**config.mk**
```make
export PLATFORM = sky130hd
export DESIGN_NAME = ami_port_merge_flat
export DESIGN_NICKNAME = d
export VERILOG_FILES = /design/src/rtl/ami_port_merge_if.sv /design/src/rtl/ami_port_merge.sv /design/src/flat_wrapper.sv
export SDC_FILE = /design/constraint.sdc
export NUM_CORES = 1
export LEC_CHECK = 0
export CORE_AREA = 2 2 194 196
export DETAILED_ROUTE_END_ITERATION = 10
export DIE_AREA = 0 0 196 198
export HOLD_SLACK_MARGIN = 0.12
export PLACE_DENSITY = 0.5
export RECOVER_POWER = 25
export SYNTH_ARGS = -nofsm -noshare
export SYNTH_HDL_FRONTEND = slang
export SYNTH_SLANG_ARGS = --single-unit
```
**constraint.sdc**
```tcl
create_clock -name clk -period 4.75 [get_ports clk]
set_clock_uncertainty 0.05 [all_clocks]
set_input_delay 0.95 -clock clk [delete_from_list [all_inputs] [get_ports clk]]
set_output_delay 0.95 -clock clk [all_outputs]
set_load 0.005 [all_outputs]
```
**src/rtl/ami_port_merge_if.sv**
```systemverilog
// ============================================================================
// Module      : ami_port_merge_if
// Description : AMI request/response bundle between the two BlockBuffer ports,
//               the port merger and the single shared memory channel.
// Revision    : 1.0
// ============================================================================
`default_nettype none

`ifndef AMI_REQUEST_BUS_WIDTH
`define AMI_REQUEST_BUS_WIDTH 98
`endif
`ifndef AMIRequest_valid
`define AMIRequest_valid 97
`endif
`ifndef AMIRequest_isWrite
`define AMIRequest_isWrite 96
`endif
`ifndef AMI_RESPONSE_BUS_WIDTH
`define AMI_RESPONSE_BUS_WIDTH 65
`endif
`ifndef AMIResponse_valid
`define AMIResponse_valid 64
`endif

interface ami_port_merge_if #(
    parameter int REQ_W  = `AMI_REQUEST_BUS_WIDTH,
    parameter int RESP_W = `AMI_RESPONSE_BUS_WIDTH
);
    logic [REQ_W-1:0]  req0;
    logic              req0_grant;
    logic [REQ_W-1:0]  req1;
    logic              req1_grant;
    logic [REQ_W-1:0]  mem_req;
    logic              mem_req_grant;
    logic [RESP_W-1:0] mem_resp;
    logic              mem_resp_grant;
    logic [RESP_W-1:0] resp0;
    logic              resp0_grant;
    logic [RESP_W-1:0] resp1;
    logic              resp1_grant;

    // Requesters / memory side (drives requests, memory grant and responses)
    modport master (
        output req0, req1, mem_req_grant, mem_resp, resp0_grant, resp1_grant,
        input  req0_grant, req1_grant, mem_req, mem_resp_grant, resp0, resp1
    );

    // Merger side
    modport slave (
        input  req0, req1, mem_req_grant, mem_resp, resp0_grant, resp1_grant,
        output req0_grant, req1_grant, mem_req, mem_resp_grant, resp0, resp1
    );
endinterface

`default_nettype wire

```
**src/rtl/ami_port_merge.sv**
```systemverilog
// ============================================================================
// Module      : ami_port_merge
// Description : Round-robin merge of two AMI request ports onto one memory
//               channel, with in-order routing of read responses.
// Revision    : 1.0
// ============================================================================
`default_nettype none

module ami_port_merge #(
    parameter int REQ_W       = `AMI_REQUEST_BUS_WIDTH,
    parameter int RESP_W      = `AMI_RESPONSE_BUS_WIDTH,
    parameter int ROUTE_DEPTH = 16,
    parameter int ROUTE_AW    = 4
) (
    input  wire logic                clk,
    input  wire logic                reset,
    ami_port_merge_if.slave          bus,
    output logic [ROUTE_AW:0]        outstanding,
    output logic                     orphan_resp
);

    localparam logic [ROUTE_AW:0] c_full = (ROUTE_AW+1)'(ROUTE_DEPTH);

    logic [ROUTE_AW:0]   r_count;
    logic [ROUTE_AW-1:0] r_rd_ptr;
    logic [ROUTE_AW-1:0] r_wr_ptr;
    logic                r_rr;
    logic                r_orphan;
    logic                r_route [ROUTE_DEPTH];

    logic              w_full;
    logic              w_elig0;
    logic              w_elig1;
    logic              w_any;
    logic              w_sel;
    logic              w_accept;
    logic              w_push;
    logic              w_pop;
    logic              w_head;
    logic              w_resp_valid;
    logic              w_orphan_hit;
    logic              w_mem_resp_grant;
    logic [REQ_W-1:0]  w_mem_req;
    logic [RESP_W-1:0] w_resp0;
    logic [RESP_W-1:0] w_resp1;

    // ------------------------------------------------------------------
    // Request arbitration
    // ------------------------------------------------------------------
    always_comb begin
        w_full    = (r_count == c_full);
        w_elig0   = bus.req0[`AMIRequest_valid] & (bus.req0[`AMIRequest_isWrite] | ~w_full);
        w_elig1   = bus.req1[`AMIRequest_valid] & (bus.req1[`AMIRequest_isWrite] | ~w_full);
        // Outputs during reset follow the zeroed state, so nothing is offered.
        w_any     = (w_elig0 | w_elig1) & ~reset;
        w_sel     = (w_elig0 & w_elig1) ? r_rr : w_elig1;
        w_mem_req = '0;
        if (w_any) begin
            w_mem_req = w_sel ? bus.req1 : bus.req0;
        end
        w_accept = w_any & bus.mem_req_grant;
        w_push   = w_accept & ~w_mem_req[`AMIRequest_isWrite];
    end

    assign bus.mem_req    = w_mem_req;
    assign bus.req0_grant = w_accept & ~w_sel;
    assign bus.req1_grant = w_accept &  w_sel;

    // ------------------------------------------------------------------
    // Response routing
    // ------------------------------------------------------------------
    always_comb begin
        w_resp_valid     = bus.mem_resp[`AMIResponse_valid];
        w_head           = r_route[r_rd_ptr];
        w_resp0          = '0;
        w_resp1          = '0;
        w_mem_resp_grant = 1'b0;
        w_orphan_hit     = 1'b0;
        if (r_count != '0) begin
            if (w_head) begin
                w_resp1          = bus.mem_resp;
                w_mem_resp_grant = bus.resp1_grant;
            end else begin
                w_resp0          = bus.mem_resp;
                w_mem_resp_grant = bus.resp0_grant;
            end
        end else begin
            // No read to match: swallow the response and remember it happened.
            w_mem_resp_grant = w_resp_valid & ~reset;
            w_orphan_hit     = w_resp_valid;
        end
        w_pop = w_resp_valid & w_mem_resp_grant & (r_count != '0);
    end

    assign bus.resp0          = w_resp0;
    assign bus.resp1          = w_resp1;
    assign bus.mem_resp_grant = w_mem_resp_grant;

    // ------------------------------------------------------------------
    // State
    // ------------------------------------------------------------------
    always_ff @(posedge clk or posedge reset) begin
        if (reset) begin
            r_count  <= '0;
            r_rd_ptr <= '0;
            r_wr_ptr <= '0;
            r_rr     <= 1'b0;
            r_orphan <= 1'b0;
        end else begin
            if (w_accept) begin
                r_rr <= ~w_sel;
            end
            if (w_push) begin
                r_wr_ptr <= r_wr_ptr + 1'b1;
            end
            if (w_pop) begin
                r_rd_ptr <= r_rd_ptr + 1'b1;
            end
            if (w_push & ~w_pop) begin
                r_count <= r_count + 1'b1;
            end else if (w_pop & ~w_push) begin
                r_count <= r_count - 1'b1;
            end
            if (w_orphan_hit) begin
                r_orphan <= 1'b1;
            end
        end
    end

    // Route storage needs no reset: entries are only read while count > 0.
    always_ff @(posedge clk) begin
        if (w_push) begin
            r_route[r_wr_ptr] <= w_sel;
        end
    end

    assign outstanding = r_count;
    assign orphan_resp = r_orphan;

endmodule

`default_nettype wire

```
**src/flat_wrapper.sv**
```systemverilog
// flat-port wrapper written by rule: the top's interface ports become plain ports
module ami_port_merge_flat 
#(
    parameter int REQ_W       = `AMI_REQUEST_BUS_WIDTH,
    parameter int RESP_W      = `AMI_RESPONSE_BUS_WIDTH,
    parameter int ROUTE_DEPTH = 16,
    parameter int ROUTE_AW    = 4
)
  (clk, reset, outstanding, orphan_resp, bus_req0, bus_req1, bus_mem_req_grant, bus_mem_resp, bus_resp0_grant, bus_resp1_grant, bus_req0_grant, bus_req1_grant, bus_mem_req, bus_mem_resp_grant, bus_resp0, bus_resp1);
  ami_port_merge_if #(.REQ_W(REQ_W), .RESP_W(RESP_W)) bus_i ();
  input  wire logic clk;
  input  wire logic reset;
  output logic [ROUTE_AW:0] outstanding;
  output logic orphan_resp;
  input wire logic [$bits(bus_i.req0)-1:0] bus_req0;
  input wire logic [$bits(bus_i.req1)-1:0] bus_req1;
  input wire logic [$bits(bus_i.mem_req_grant)-1:0] bus_mem_req_grant;
  input wire logic [$bits(bus_i.mem_resp)-1:0] bus_mem_resp;
  input wire logic [$bits(bus_i.resp0_grant)-1:0] bus_resp0_grant;
  input wire logic [$bits(bus_i.resp1_grant)-1:0] bus_resp1_grant;
  output wire logic [$bits(bus_i.req0_grant)-1:0] bus_req0_grant;
  output wire logic [$bits(bus_i.req1_grant)-1:0] bus_req1_grant;
  output wire logic [$bits(bus_i.mem_req)-1:0] bus_mem_req;
  output wire logic [$bits(bus_i.mem_resp_grant)-1:0] bus_mem_resp_grant;
  output wire logic [$bits(bus_i.resp0)-1:0] bus_resp0;
  output wire logic [$bits(bus_i.resp1)-1:0] bus_resp1;
  assign bus_i.req0 = bus_req0;
  assign bus_i.req1 = bus_req1;
  assign bus_i.mem_req_grant = bus_mem_req_grant;
  assign bus_i.mem_resp = bus_mem_resp;
  assign bus_i.resp0_grant = bus_resp0_grant;
  assign bus_i.resp1_grant = bus_resp1_grant;
  assign bus_req0_grant = bus_i.req0_grant;
  assign bus_req1_grant = bus_i.req1_grant;
  assign bus_mem_req = bus_i.mem_req;
  assign bus_mem_resp_grant = bus_i.mem_resp_grant;
  assign bus_resp0 = bus_i.resp0;
  assign bus_resp1 = bus_i.resp1;
  ami_port_merge #(.REQ_W(REQ_W), .RESP_W(RESP_W), .ROUTE_DEPTH(ROUTE_DEPTH), .ROUTE_AW(ROUTE_AW)) u_core (.clk(clk), .reset(reset), .bus(bus_i), .outstanding(outstanding), .orphan_resp(orphan_resp));
endmodule
```
# Yosys cells after proc, flatten, opt, wreduce, memory -nomap -nowiden
# Memory sizes are Yosys's and may differ from the RTL's.
# Index checks and enable logic that the tools add are counted.
# Widths: inputs -> output; s select.
# totals
output_inout_bits	237
ram_bits	16
reg_bits	15
wordCells	49
mem_count	1
# memory_table
name	depth	word_bits	rd	rd_ports_with_merged_regs	write_ports	line_no	text
u_core.r_route	16	1	1	0	1	ami_port_merge.sv:29	logic r_route [ROUTE_DEPTH];
# classes
n_reduce_logical	2
muxes	14
bitwise	22
addsub	4
eq_ne	1
# op_table
operator	count
$mux 65	4
$mux 98	2
$and 1x1->1	13
$mux 5	2
$add 4x1->4 const B	2
$mux 1	6
$not 1->1	6
$add 5x1->5 const B	1
$eq 5x5->1 const B	1
$reduce_bool 5->1	1
$sub 5x1->5 const B	1
$or 1x1->1	3
$reduce_bool 2->1	1

# Depth between registers and ports, before layout
# Gate-level depths: netlist of run 1.
# logic_depth
ltp_word	14
depth_mapped	13
depth_no_buf	12

# Worst setup path after synthesis of run 1
# OpenSTA, ideal clock, no wires.
# synth_path
path_type	input port to flip-flop
start	input port bus_req0[97]
end	register u_core.r_count[4] (netlist: u_core.outstanding[4])
stages	12
setup_slack_ns	1.348
arrival_time_ns	3.228
setup_time_ns	0.124
path_cell_list	nor2b_1 mux2i_1 a21oi_1 nor3b_1 ha_1 inv_1 fa_1 a21o_1 a21oi_1 xnor2_1 nor2_1 xnor2_1
# synth_between
elab_chain_cells	10
# synth_rtl
element	line_no	text
from (decl)	flat_wrapper.sv:15	input wire logic [$bits(bus_i.req0)-1:0] bus_req0;
$and 1x1->1 (*)	ami_port_merge.sv:52	w_elig0 = bus.req0[`AMIRequest_valid] & (bus.req0[`AMIRequest_isWrite] | ~w_full);
$and 1x1->1	ami_port_merge.sv:56	w_sel = (w_elig0 & w_elig1) ? r_rr : w_elig1;
$mux 1	ami_port_merge.sv:56	
$mux 98	ami_port_merge.sv:59	w_mem_req = w_sel ? bus.req1 : bus.req0;
$mux 98	ami_port_merge.sv:58	if (w_any) begin
$not 1->1	ami_port_merge.sv:62	w_push = w_accept & ~w_mem_req[`AMIRequest_isWrite];
$and 1x1->1 (*)	ami_port_merge.sv:62	
named net u_core.w_push	ami_port_merge.sv:37	logic w_push;
$not 1->1	ami_port_merge.sv:121	end else if (w_pop & ~w_push) begin
$and 1x1->1	ami_port_merge.sv:121	
$reduce_bool 2->1 (no source line)	--	
to (signal assigned)	ami_port_merge.sv:120	r_count <= r_count + 1'b1;
to (signal assigned)	ami_port_merge.sv:122	r_count <= r_count - 1'b1;
to (decl)	ami_port_merge.sv:24	logic [ROUTE_AW:0] r_count;
# Mark *: on every way through the listed nets, which the timed path passes. The rest lies on a longest branch.
# A chain may end at the register's enable or synchronous reset.

# Worst setup path after layout of run 1
# layout_path
start	input port bus_req0[96]
end	output port bus_mem_req[78]
# layout_between
elab_chain_cells	6
# layout_rtl
element	line_no	text
$or 1x1->1 (*)	ami_port_merge.sv:52	
$and 1x1->1 (*)	ami_port_merge.sv:52	
$and 1x1->1	ami_port_merge.sv:56	
$mux 1	ami_port_merge.sv:56	
$mux 98	ami_port_merge.sv:59	
$mux 98 (*)	ami_port_merge.sv:58	
to (decl)	flat_wrapper.sv:23	output wire logic [$bits(bus_i.mem_req)-1:0] bus_mem_req;
# Mark *: on every way between the ends. The rest lies on a longest branch, timed or not.

==> impl_metrics.env, run 1 <==
export IMPL_cts_tree="yes"
export IMPL_netlist_instances=689
export IMPL_crit_chain="dlygate4sd3_1, or3_1, a21o_4, inv_6, buf_4, nand2_1, a21oi_1, clkdlybuf4s50_1"
export IMPL_antenna_found_initial=2
export IMPL_io_pins=503
export IMPL_htree_levels=2
export IMPL_maxClockFrequency_mhz=223
export IMPL_synth_top_cells_by_area="nand2_1 24%, a21oi_1 13%, edfxtp_1 12%"
export IMPL_netlist_area_mm2=0.00403
export IMPL_power_total_mw=4.24
export IMPL_grt_pass1_wl_mm=40.5
export IMPL_area_delta_synth_final_pct=140
export IMPL_grt_pass1_vias=6653
export IMPL_design_area_mm2=0.00970
export IMPL_place_hpwl_mm=23.6
export IMPL_drt_iter0_drc=221
export IMPL_die_area_mm2=0.0388
export IMPL_worst_slew_pin_slew_ns=0.905
export IMPL_cts_buffer_depth=2
export IMPL_wl_met3_mm=2.34
export IMPL_drv_slew=0
export IMPL_die_x_um=196
export IMPL_vias=6542
export IMPL_die_height_um=198
export IMPL_status="completed"
export IMPL_layout_drive_gt1_share_pct=3.03
export IMPL_min_period_ns=4.49
export IMPL_hold_depth=1
export IMPL_synth_top_area_cell="nand2_1"
export IMPL_root_buffer="clkbuf_16"
export IMPL_fin_setup_tns_ns=0
export IMPL_synthDominantCellAreaShare_pct=24.3
export IMPL_cts_setup_buffers=0
export IMPL_clk_latency_ns=0.27
export IMPL_reg2reg_depth=12
export IMPL_maxCapViolCount=0
export IMPL_wl_met2_mm=14.0
export IMPL_yosys_cell_types_count=39
export IMPL_clock_sinks=31
export IMPL_setup_viol=0
export IMPL_drt_pass1_iterations=4
export IMPL_synth_nets=965
export IMPL_rsz0062_at_grt="no"
export IMPL_grt_max_degree=98
export IMPL_hold_viol=0
export IMPL_worstSetupEndpointType="output port"
export IMPL_max_slew_margin_pct=39.7
export IMPL_critPathRequiredTime_ns=3.75
export IMPL_ys_ff_latch=31
export IMPL_drc=0
export IMPL_cpPeakStageDelay_ns=0.59
export IMPL_finalCritPeriodShare_pct=94.5
export IMPL_max_vdd_ir_drop_uv=255
export IMPL_viasPerCell=4.01
export IMPL_nets=1429
export IMPL_row_count=71
export IMPL_dr_max_layer_used="met4"
export IMPL_wl_met1_mm=11.4
export IMPL_postRouteAntennaNets=0
export IMPL_leakage_nw=3.79
export IMPL_path_clk_slew_ns=0.05
export IMPL_gp_congestion=0.870
export IMPL_placedInstanceArea_mm2=0.00956
export IMPL_cts_hold_buf=0
export IMPL_avgRoutedWirePerCell_um=17.4
export IMPL_initial_core_util_pct=10.9
export IMPL_core_mm2=0.0370
export IMPL_hold_class="flip-flop to flip-flop"
export IMPL_cts_buffers_inserted=5
export IMPL_syn_area_per_cell_um2=5.85
export IMPL_power_density_mw_per_mm2=438
export IMPL_critPathArrivalTime_ns=3.49
export IMPL_drt_wl_total_mm=28.4
export IMPL_timing_critical_path_fanout_max=27
export IMPL_ys_seq_area_share_pct=21.2
export IMPL_worstSetupPathType="primary input to output port"
export IMPL_grt_ovfl_total=0
export IMPL_ys_warn_count=0
export IMPL_cp_slowest_cell="dlygate4sd3_1"
export IMPL_worst_setup_path_start_kind="primary input"
export IMPL_post_cts_resized=0
export IMPL_port_buffers=502
export IMPL_grt_usage_pct=13.7
==> placed cells by master, fill, tap and decap left out, types with 4 or more instances in the layout <==
cell type,instances
buf_4,10
buf_12,4
nor4_1,6
inv_1,9
xnor2_1,8
nor2_1,70
clkbuf_1,4
a21oi_1,103
clkbuf_16,5
edfxtp_1,16
mux2i_1,5
and2_0,16
nor3_1,67
dfrtp_1,15
ha_1,9
clkdlybuf4s50_1,483
dlygate4sd3_1,19
nand2_1,260
mux4_2,4
==> final timing paths <==
| path | startpoint | to | slack, ns |
|---|---|---|---|
| setup / recovery | bus_req0[96] | bus_mem_req[78] | 0.26 |
| hold / removal | u_core.orphan_resp | u_core.orphan_resp | 0.43 |
| setup reg to reg | u_core.r_rd_ptr[0] | u_core.outstanding[4] | 0.86 |
| hold reg to reg | u_core.orphan_resp | u_core.orphan_resp | 0.43 |
| max in group asynchronous | reset | u_core.outstanding[4] | 2.73 |
| min in group asynchronous | reset | u_core.outstanding[2] | 1.36 |
==> report_power, final <==
part           total, mW  internal [mW]  switching, mW
sequential         0.451          0.357         0.0939
combinational       3.48           1.90           1.58
clock              0.311          0.207          0.104
total               4.24           2.46           1.78
==> Yosys cell counts, drive strengths merged <==
| library cell | count |
|---|---|
| nand2 | 261 |
| a21oi | 103 |
| nor2 | 71 |
| nor3 | 67 |
| clkbuf | 32 |
| buf | 30 |
| and2 | 18 |
| edfxtp | 16 |
| dfrtp | 15 |
| inv | 10 |
| ha | 9 |
| xnor2 | 8 |
| nor4 | 6 |
| mux2i | 5 |
| a21o | 4 |
| mux4 | 4 |
| mux2 | 3 |
| nor2b | 3 |
| o21ai | 3 |
| xor2 | 3 |
| a22o | 2 |
| and3 | 2 |
| nand2b | 2 |
| nand3 | 2 |
| nand4 | 2 |
| o31ai | 2 |
| a31o | 1 |
| and4b | 1 |
| fa | 1 |
| nor3b | 1 |
| or3 | 1 |
| or4 | 1 |
==> per-layer routing <==
layer,track usage (%),up-vias
li1,-,3197
met1,15.7,2964
met2,25.1,358
met3,3.07,23
met4,4.32,0
met5,0,-
==> cell families (layout without fill, tap and decap cells) <==
| group | count (synthesis) | count (layout) | share of synthesized area (%) |
|---|---|---|---|
| AND/OR/NAND/NOR | 438 | 438 | 45.6 |
| AO/OA/AOI/OAI | 115 | 115 | 14.9 |
| buffers and inverters | 72 | 537 | 8.25 |
| flip-flops | 31 | 31 | 21.2 |
| multiplexers | 12 | 12 | 4.31 |
| XOR/XNOR | 11 | 11 | 2.39 |
| adder cells (fa/ha/maj) | 10 | 10 | 3.29 |
| other | 0 | 3 | 0 |
==> cell type report <==
| type | instances | area (um2) |
|---|---|---|
| fillers | 4093 | 27300 |
| repair buffers | 519 | 5190 |
| multi-input cells | 586 | 2860 |
| flip-flops and latches | 31 | 856 |
| well taps | 474 | 593 |
| clock buffers | 7 | 143 |
| inverters | 10 | 42.5 |
| diodes | 3 | 7.51 |
| clock inverters | 1 | 5.00 |
==> metrics by stage <==
| step | setup slack, ns | hold WS [ns] | utilization, % | cells |
|---|---|---|---|---|
| 3_5_place_dp | 0.387 | 0.420 | 25.9 | 1620 |
| 5_1_grt | 0.144 | 0.466 | 26.2 | 1630 |
| 4_1_cts | 0.372 | 0.436 | 26.3 | 1628 |
| 3_3_place_gp | 0.413 | 0.417 | 25.9 | 1620 |
| 2_1_floorplan | 1.35 | 0.404 | - | 689 |
| 6_report | 0.261 | 0.429 | 26.2 | 1631 |
==> worst max-delay path: cells and delay by family <==
kind	cells	cell delay, ns
buffers and inverters	4	1.63
AO/OA/AOI/OAI	2	0.43
AND/OR/NAND/NOR	2	0.47
==> sequential cells by signal, indices dropped and copies added (netlist names) <==
signal              flops
u_core.r_rd_ptr         4
u_core.r_rr             1
u_core.r_wr_ptr         4
u_core.r_route         16
u_core.outstanding      5
u_core.orphan_resp      1
Note: power is estimated with default switching activity, not from simulation.
==> run 2, diff against run 1 <==
Settings changed: CORE_AREA 2 2 194 196 to 2 2 193 195, DIE_AREA 0 0 196 198 to 0 0 195 197.
Clock period 4.75 ns to 5.18 ns, I/O delays scaled along.
==> impl_metrics.env, run 2 (synthesis results as in run 1) <==
export IMPL_max_vdd_ir_drop_uv=189
export IMPL_cts_hold_buf=0
export IMPL_path_clk_slew_ns=0.05
export IMPL_comb_power_share_pct=82.3
export IMPL_largest_reg_flops=16
export IMPL_die_area_mm2=0.0384
export IMPL_drt_wl_total_mm=28.9
export IMPL_intPower_mw=2.21
export IMPL_crit_family="buffers and inverters"
export IMPL_critPathRequiredTime_ns=4.09
export IMPL_post_cts_resized=0
export IMPL_rsz0062_at_grt="no"
export IMPL_grt_pass1_vias=6754
export IMPL_hold_viol=0
export IMPL_nets=1425
export IMPL_hold_class="flip-flop to flip-flop"
export IMPL_p_sw_mw=1.63
export IMPL_clock_sinks=31
export IMPL_viasPerCell=4.00
export IMPL_fillerInstances=4043
export IMPL_row_count=70
export IMPL_cts_tree="yes"
export IMPL_mostFrequentLayoutCells="485 x clkdlybuf4s50_1, 260 x nand2_1, 103 x a21oi_1"
export IMPL_cp_num_buf_inv=4
export IMPL_min_period_ns=4.75
export IMPL_status="completed"
export IMPL_post_route_util_pct=26.6
export IMPL_drt_pass1_iterations=5
export IMPL_switching_share_pct=42.4
export IMPL_cp_slowest_cell="dlygate4sd3_1"
export IMPL_power_density_mw_per_mm2=399
export IMPL_worst_setup_path_start_kind="primary input"
export IMPL_drv_slew=0
export IMPL_cts_buffers_inserted=5
export IMPL_worst_slew_pin_slew_ns=1.33
export IMPL_vias=6490
export IMPL_fin_setup_tns_ns=0
export IMPL_cts_buffer_depth=2
export IMPL_die_x_um=195
export IMPL_pwr_share_seq_pct=10.7
export IMPL_gp_congestion=0.834
export IMPL_leakage_nw=3.77
export IMPL_root_buffer="clkbuf_16"
export IMPL_grt_max_degree=98
export IMPL_grt_ovfl_total=0
export IMPL_postRouteAntennaNets=0
export IMPL_area_delta_synth_final_pct=139
export IMPL_pre_cts_ws_ns=0.555
export IMPL_final_common_cell="clkdlybuf4s50_1"
export IMPL_clk_latency_ns=0.27
export IMPL_cpPeakStageDelay_ns=0.60
export IMPL_timing_critical_path_fanout_max=38
export IMPL_worstSetupEndpointType="output port"
export IMPL_clockPowerShare_pct=7.0
export IMPL_maxClockFrequency_mhz=211
export IMPL_cts_setup_buffers=0
export IMPL_layout_drive_gt1_share_pct=2.70
export IMPL_regArea_um2=856
export IMPL_drt_iter0_drc=210
export IMPL_max_slew_margin_pct=11.7
export IMPL_maxCapViolCount=0
export IMPL_grt_pass1_wl_mm=41.9
export IMPL_grt_usage_pct=14.2
export IMPL_worstSetupPathType="primary input to output port"
export IMPL_htree_levels=2
export IMPL_setup_ws_ns=0.433
export IMPL_port_buffers=502
export IMPL_avgRoutedWirePerCell_um=17.8
export IMPL_regMostFlops="u_core.r_route"
export IMPL_io_pins=503
export IMPL_multi_input_area_mm2=0.00285
export IMPL_antenna_found_initial=5
export IMPL_place_hpwl_mm=24.1
export IMPL_critPathArrivalTime_ns=3.66
export IMPL_core_mm2=0.0363
export IMPL_initial_core_util_pct=11.1
export IMPL_crit_chain="dlygate4sd3_1, or3_1, a21o_1, inv_6, buf_4, nand2_1, a21oi_1, clkdlybuf4s50_1"
export IMPL_drc=0
export IMPL_finalCritPeriodShare_pct=91.6
export IMPL_die_height_um=197
export IMPL_setup_viol=0
==> run 2: changes by cell type in the layout (fill, tap and decap cells not counted), sizes merged <==
cell           previous run  this run
buf                      14        11
clkbuf                   10         9
dlygate4sd3              19        17
clkdlybuf4s50           483       485
==> run 2: per-layer routing <==
metal | vias to the layer above | track usage [%] | share of wire, %
met4 | 2 | 4.41 | 1.7
met3 | 20 | 3.85 | 8.9
met1 | 2932 | 16.3 | 40
li1 | 3197 | - | -
met5 | - | 0 | 0.045
met2 | 339 | 25.8 | 50
==> run 2: worst register-to-register path, delay by kind of cell, from the launching register on <==
family / cells / cell delay [ns]
AO/OA/AOI/OAI: 3 / 0.62
AND/OR/NAND/NOR: 2 / 0.80
XOR/XNOR: 2 / 0.26
buffers and inverters: 1 / 0.11
flip-flops: 1 / 0.56
adder cells (fa/ha/maj): 2 / 0.67
multiplexers: 2 / 1.04
==> run 2: area by class of cell <==
| type | count | area share (%) |
|---|---|---|
| diodes | 3 | 0.0779 |
| clock buffers | 7 | 1.38 |
| clock inverters | 1 | 0.0520 |
| inverters | 10 | 0.442 |
| multi-input cells | 586 | 29.6 |
| flip-flops and latches | 31 | 8.88 |
| well taps | 468 | 6.08 |
| repair buffers | 515 | 53.5 |
==> run 2: path summary, 6_finish.rpt <==
kind	depth (start not counted)	from	slack, ns	to
max reg2reg	12	u_core.r_rd_ptr[0]	0.95	u_core.outstanding[4]
max in group asynchronous	3	reset	3.06	u_core.r_rd_ptr[3]
min in group asynchronous	3	reset	1.47	u_core.r_wr_ptr[0]
min	1	u_core.orphan_resp	0.44	u_core.orphan_resp
max	8	bus_req0[96]	0.43	bus_mem_req[45]
min reg2reg	1	u_core.orphan_resp	0.44	u_core.orphan_resp
==> run 2: power by group through the flow <==
stage	Combinational [mW]	Sequential (mW)	Clock [mW]
after floorplan	1.34	0.390	0
after global placement	3.24	0.416	0
after detailed placement	3.23	0.421	0
after CTS	3.25	0.418	0.278
after global routing	3.44	0.429	0.288
final	3.17	0.413	0.268
==> run 2: stage by stage <==
step / total power [mW] / std cells / area [um2] / hold slack, ns
final: 3.85 / 1621 / 9630 / 0.437
after global routing: 4.15 / 1621 / 9630 / 0.461
after CTS: 3.95 / 1618 / 9650 / 0.448
after detailed placement: 3.65 / 1610 / 9510 / 0.434
after global placement: 3.66 / 1610 / 9510 / 0.419
after floorplan: 1.73 / 689 / 4030 / 0.404
==> run 3, diff against run 2 <==
Clock period 5.18 ns to 5.7 ns, I/O delays scaled along.
==> impl_metrics.env, run 3 (synthesis results as in run 1) <==
export IMPL_status="complete, but fails checks"
export IMPL_violations="max-capacitance violations, max-slew violations"
export IMPL_antenna_found_initial=3
export IMPL_largest_reg_flops=16
export IMPL_cts_tree="yes"
export IMPL_worst_setup_path_start_kind="primary input"
export IMPL_avgRoutedWirePerCell_um=17.9
export IMPL_clockPowerShare_pct=7.0
export IMPL_io_pins=503
export IMPL_cts_hold_buf=0
export IMPL_root_buffer="clkbuf_16"
export IMPL_p_sw_mw=1.49
export IMPL_max_vdd_ir_drop_uv=212
export IMPL_cp_slowest_cell="dlygate4sd3_1"
export IMPL_htree_levels=2
export IMPL_drc=0
export IMPL_reg2reg_slack_ns=1.53
export IMPL_hold_viol=0
export IMPL_place_hpwl_mm=23.9
export IMPL_nets=1425
export IMPL_grt_pass1_vias=6786
export IMPL_die_x_um=195
export IMPL_r2r_start="u_core.outstanding[2]"
export IMPL_critPathArrivalTime_ns=3.87
export IMPL_maxCapViolCount=1
export IMPL_area_delta_synth_final_pct=138
export IMPL_die_area_mm2=0.0384
export IMPL_intPower_mw=2.01
export IMPL_port_buffers=502
export IMPL_cts_buffers_inserted=5
export IMPL_row_count=70
export IMPL_cp_num_buf_inv=4
export IMPL_maxClockFrequency_mhz=197
export IMPL_finalCritPeriodShare_pct=88.8
export IMPL_die_height_um=197
export IMPL_grt_usage_pct=14.4
export IMPL_viasPerCell=4.04
export IMPL_path_clk_slew_ns=0.05
export IMPL_design_area_mm2=0.00962
export IMPL_clock_sinks=31
export IMPL_postRouteAntennaNets=0
export IMPL_drt_pass1_iterations=4
export IMPL_max_slew_margin_pct=-19.2
export IMPL_mostFrequentLayoutCells="485 x clkdlybuf4s50_1, 261 x nand2_1, 103 x a21oi_1"
export IMPL_worst_slew_pin_slew_ns=1.78
export IMPL_vias=6546
export IMPL_min_period_ns=5.06
export IMPL_cpPeakStageDelay_ns=0.59
export IMPL_worstSetupEndpointType="output port"
export IMPL_rsz0062_at_grt="no"
export IMPL_drt_wl_total_mm=28.9
export IMPL_startpoint="bus_req0[96]"
export IMPL_drt_iter0_drc=188
export IMPL_layout_drive_gt1_share_pct=2.52
export IMPL_power_density_mw_per_mm2=365
export IMPL_rr_endpoint="u_core.outstanding[4]"
export IMPL_crit_chain="dlygate4sd3_1, or3_1, a21o_1, inv_6, buf_4, nand2_1, a21oi_1, clkdlybuf4s50_1"
export IMPL_clk_latency_ns=0.27
export IMPL_cp_depth=8
export IMPL_critPathRequiredTime_ns=4.51
export IMPL_setup_viol=0
export IMPL_initial_core_util_pct=11.1
export IMPL_grt_ovfl_total=0
export IMPL_switching_share_pct=42.6
export IMPL_leakage_nw=3.76
export IMPL_timing_critical_path_fanout_max=57
export IMPL_post_cts_resized=0
export IMPL_pwr_share_seq_pct=10.6
export IMPL_core_mm2=0.0363
export IMPL_cts_buffer_depth=2
export IMPL_worstSetupPathType="primary input to output port"
export IMPL_crit_family="buffers and inverters"
export IMPL_placedInstanceArea_mm2=0.00950
export IMPL_hold_class="flip-flop to flip-flop"
export IMPL_comb_power_share_pct=82.4
export IMPL_fin_setup_tns_ns=0
export IMPL_cts_setup_buffers=0
export IMPL_reg2reg_depth=12
export IMPL_crit_path_end="bus_mem_req[15]"
export IMPL_grt_max_degree=98
export IMPL_grt_pass1_wl_mm=42.6
export IMPL_drv_slew=55
export IMPL_regMostFlops="u_core.r_route"
export IMPL_gp_congestion=0.895
export IMPL_final_common_cell="clkdlybuf4s50_1"
[run 3: power by group through the flow]
stage	logic (mW)	registers [mW]	clock network [mW]
detailed placement	2.94	0.380	0
global placement	2.96	0.379	0
global route	3.16	0.385	0.267
finish	2.89	0.372	0.246
floorplan	1.22	0.355	0
CTS	2.96	0.376	0.253
[run 3: worst min path at each step]
stage	endpoint	cells after the start	startpoint	slack, ns
after floorplan	u_core.r_wr_ptr[3]	1	u_core.r_wr_ptr[3]	0.40
after global placement	u_core.orphan_resp	1	u_core.orphan_resp	0.41
after detailed placement	u_core.orphan_resp	1	u_core.orphan_resp	0.41
after CTS	u_core.orphan_resp	1	u_core.orphan_resp	0.42
after global routing	u_core.orphan_resp	1	u_core.orphan_resp	0.45
final	u_core.orphan_resp	1	u_core.orphan_resp	0.41
[run 3: worst reg2reg max path, delay by kind of cell (launching register included)]
kind	cells	cell delay, ns
mux	1	0.38
flops	1	0.43
simple gates	3	0.78
xor+xnor	2	0.27
fa+ha+maj	2	0.68
buf+inv	1	0.10
compound gates	3	1.36
[run 3: cell type report]
| type | count | area [um2] |
|---|---|---|
| Tap cell | 468 | 586 |
| Clock buffer | 6 | 129 |
| Timing Repair Buffer | 515 | 5140 |
| Inverter | 10 | 42.5 |
| Sequential cell | 31 | 856 |
| Multi-Input combinational cell | 586 | 2850 |
| Fill cell | 4073 | 26600 |
| Clock inverter | 2 | 8.76 |
| Antenna cell | 1 | 2.50 |
[run 3: layer usage]
layer	wire length (um)	vias to the layer above	GRT usage, %
met3	2640	18	4.28
met2	14100	340	25.5
met1	11700	2991	16.8
met4	486	2	3.73
met5	12	-	0
li1	-	3195	-
[run 3: stage by stage]
step	total power, mW	cells	utilization [%]	hold WS [ns]	setup WS [ns]
global placement	3.33	1610	26.2	0.405	0.786
global route	3.81	1619	26.5	0.453	0.468
floorplan	1.57	689	-	0.404	2.11
CTS	3.59	1618	26.6	0.420	0.747
finish	3.51	1619	26.5	0.412	0.637
detailed placement	3.32	1610	26.2	0.410	0.769
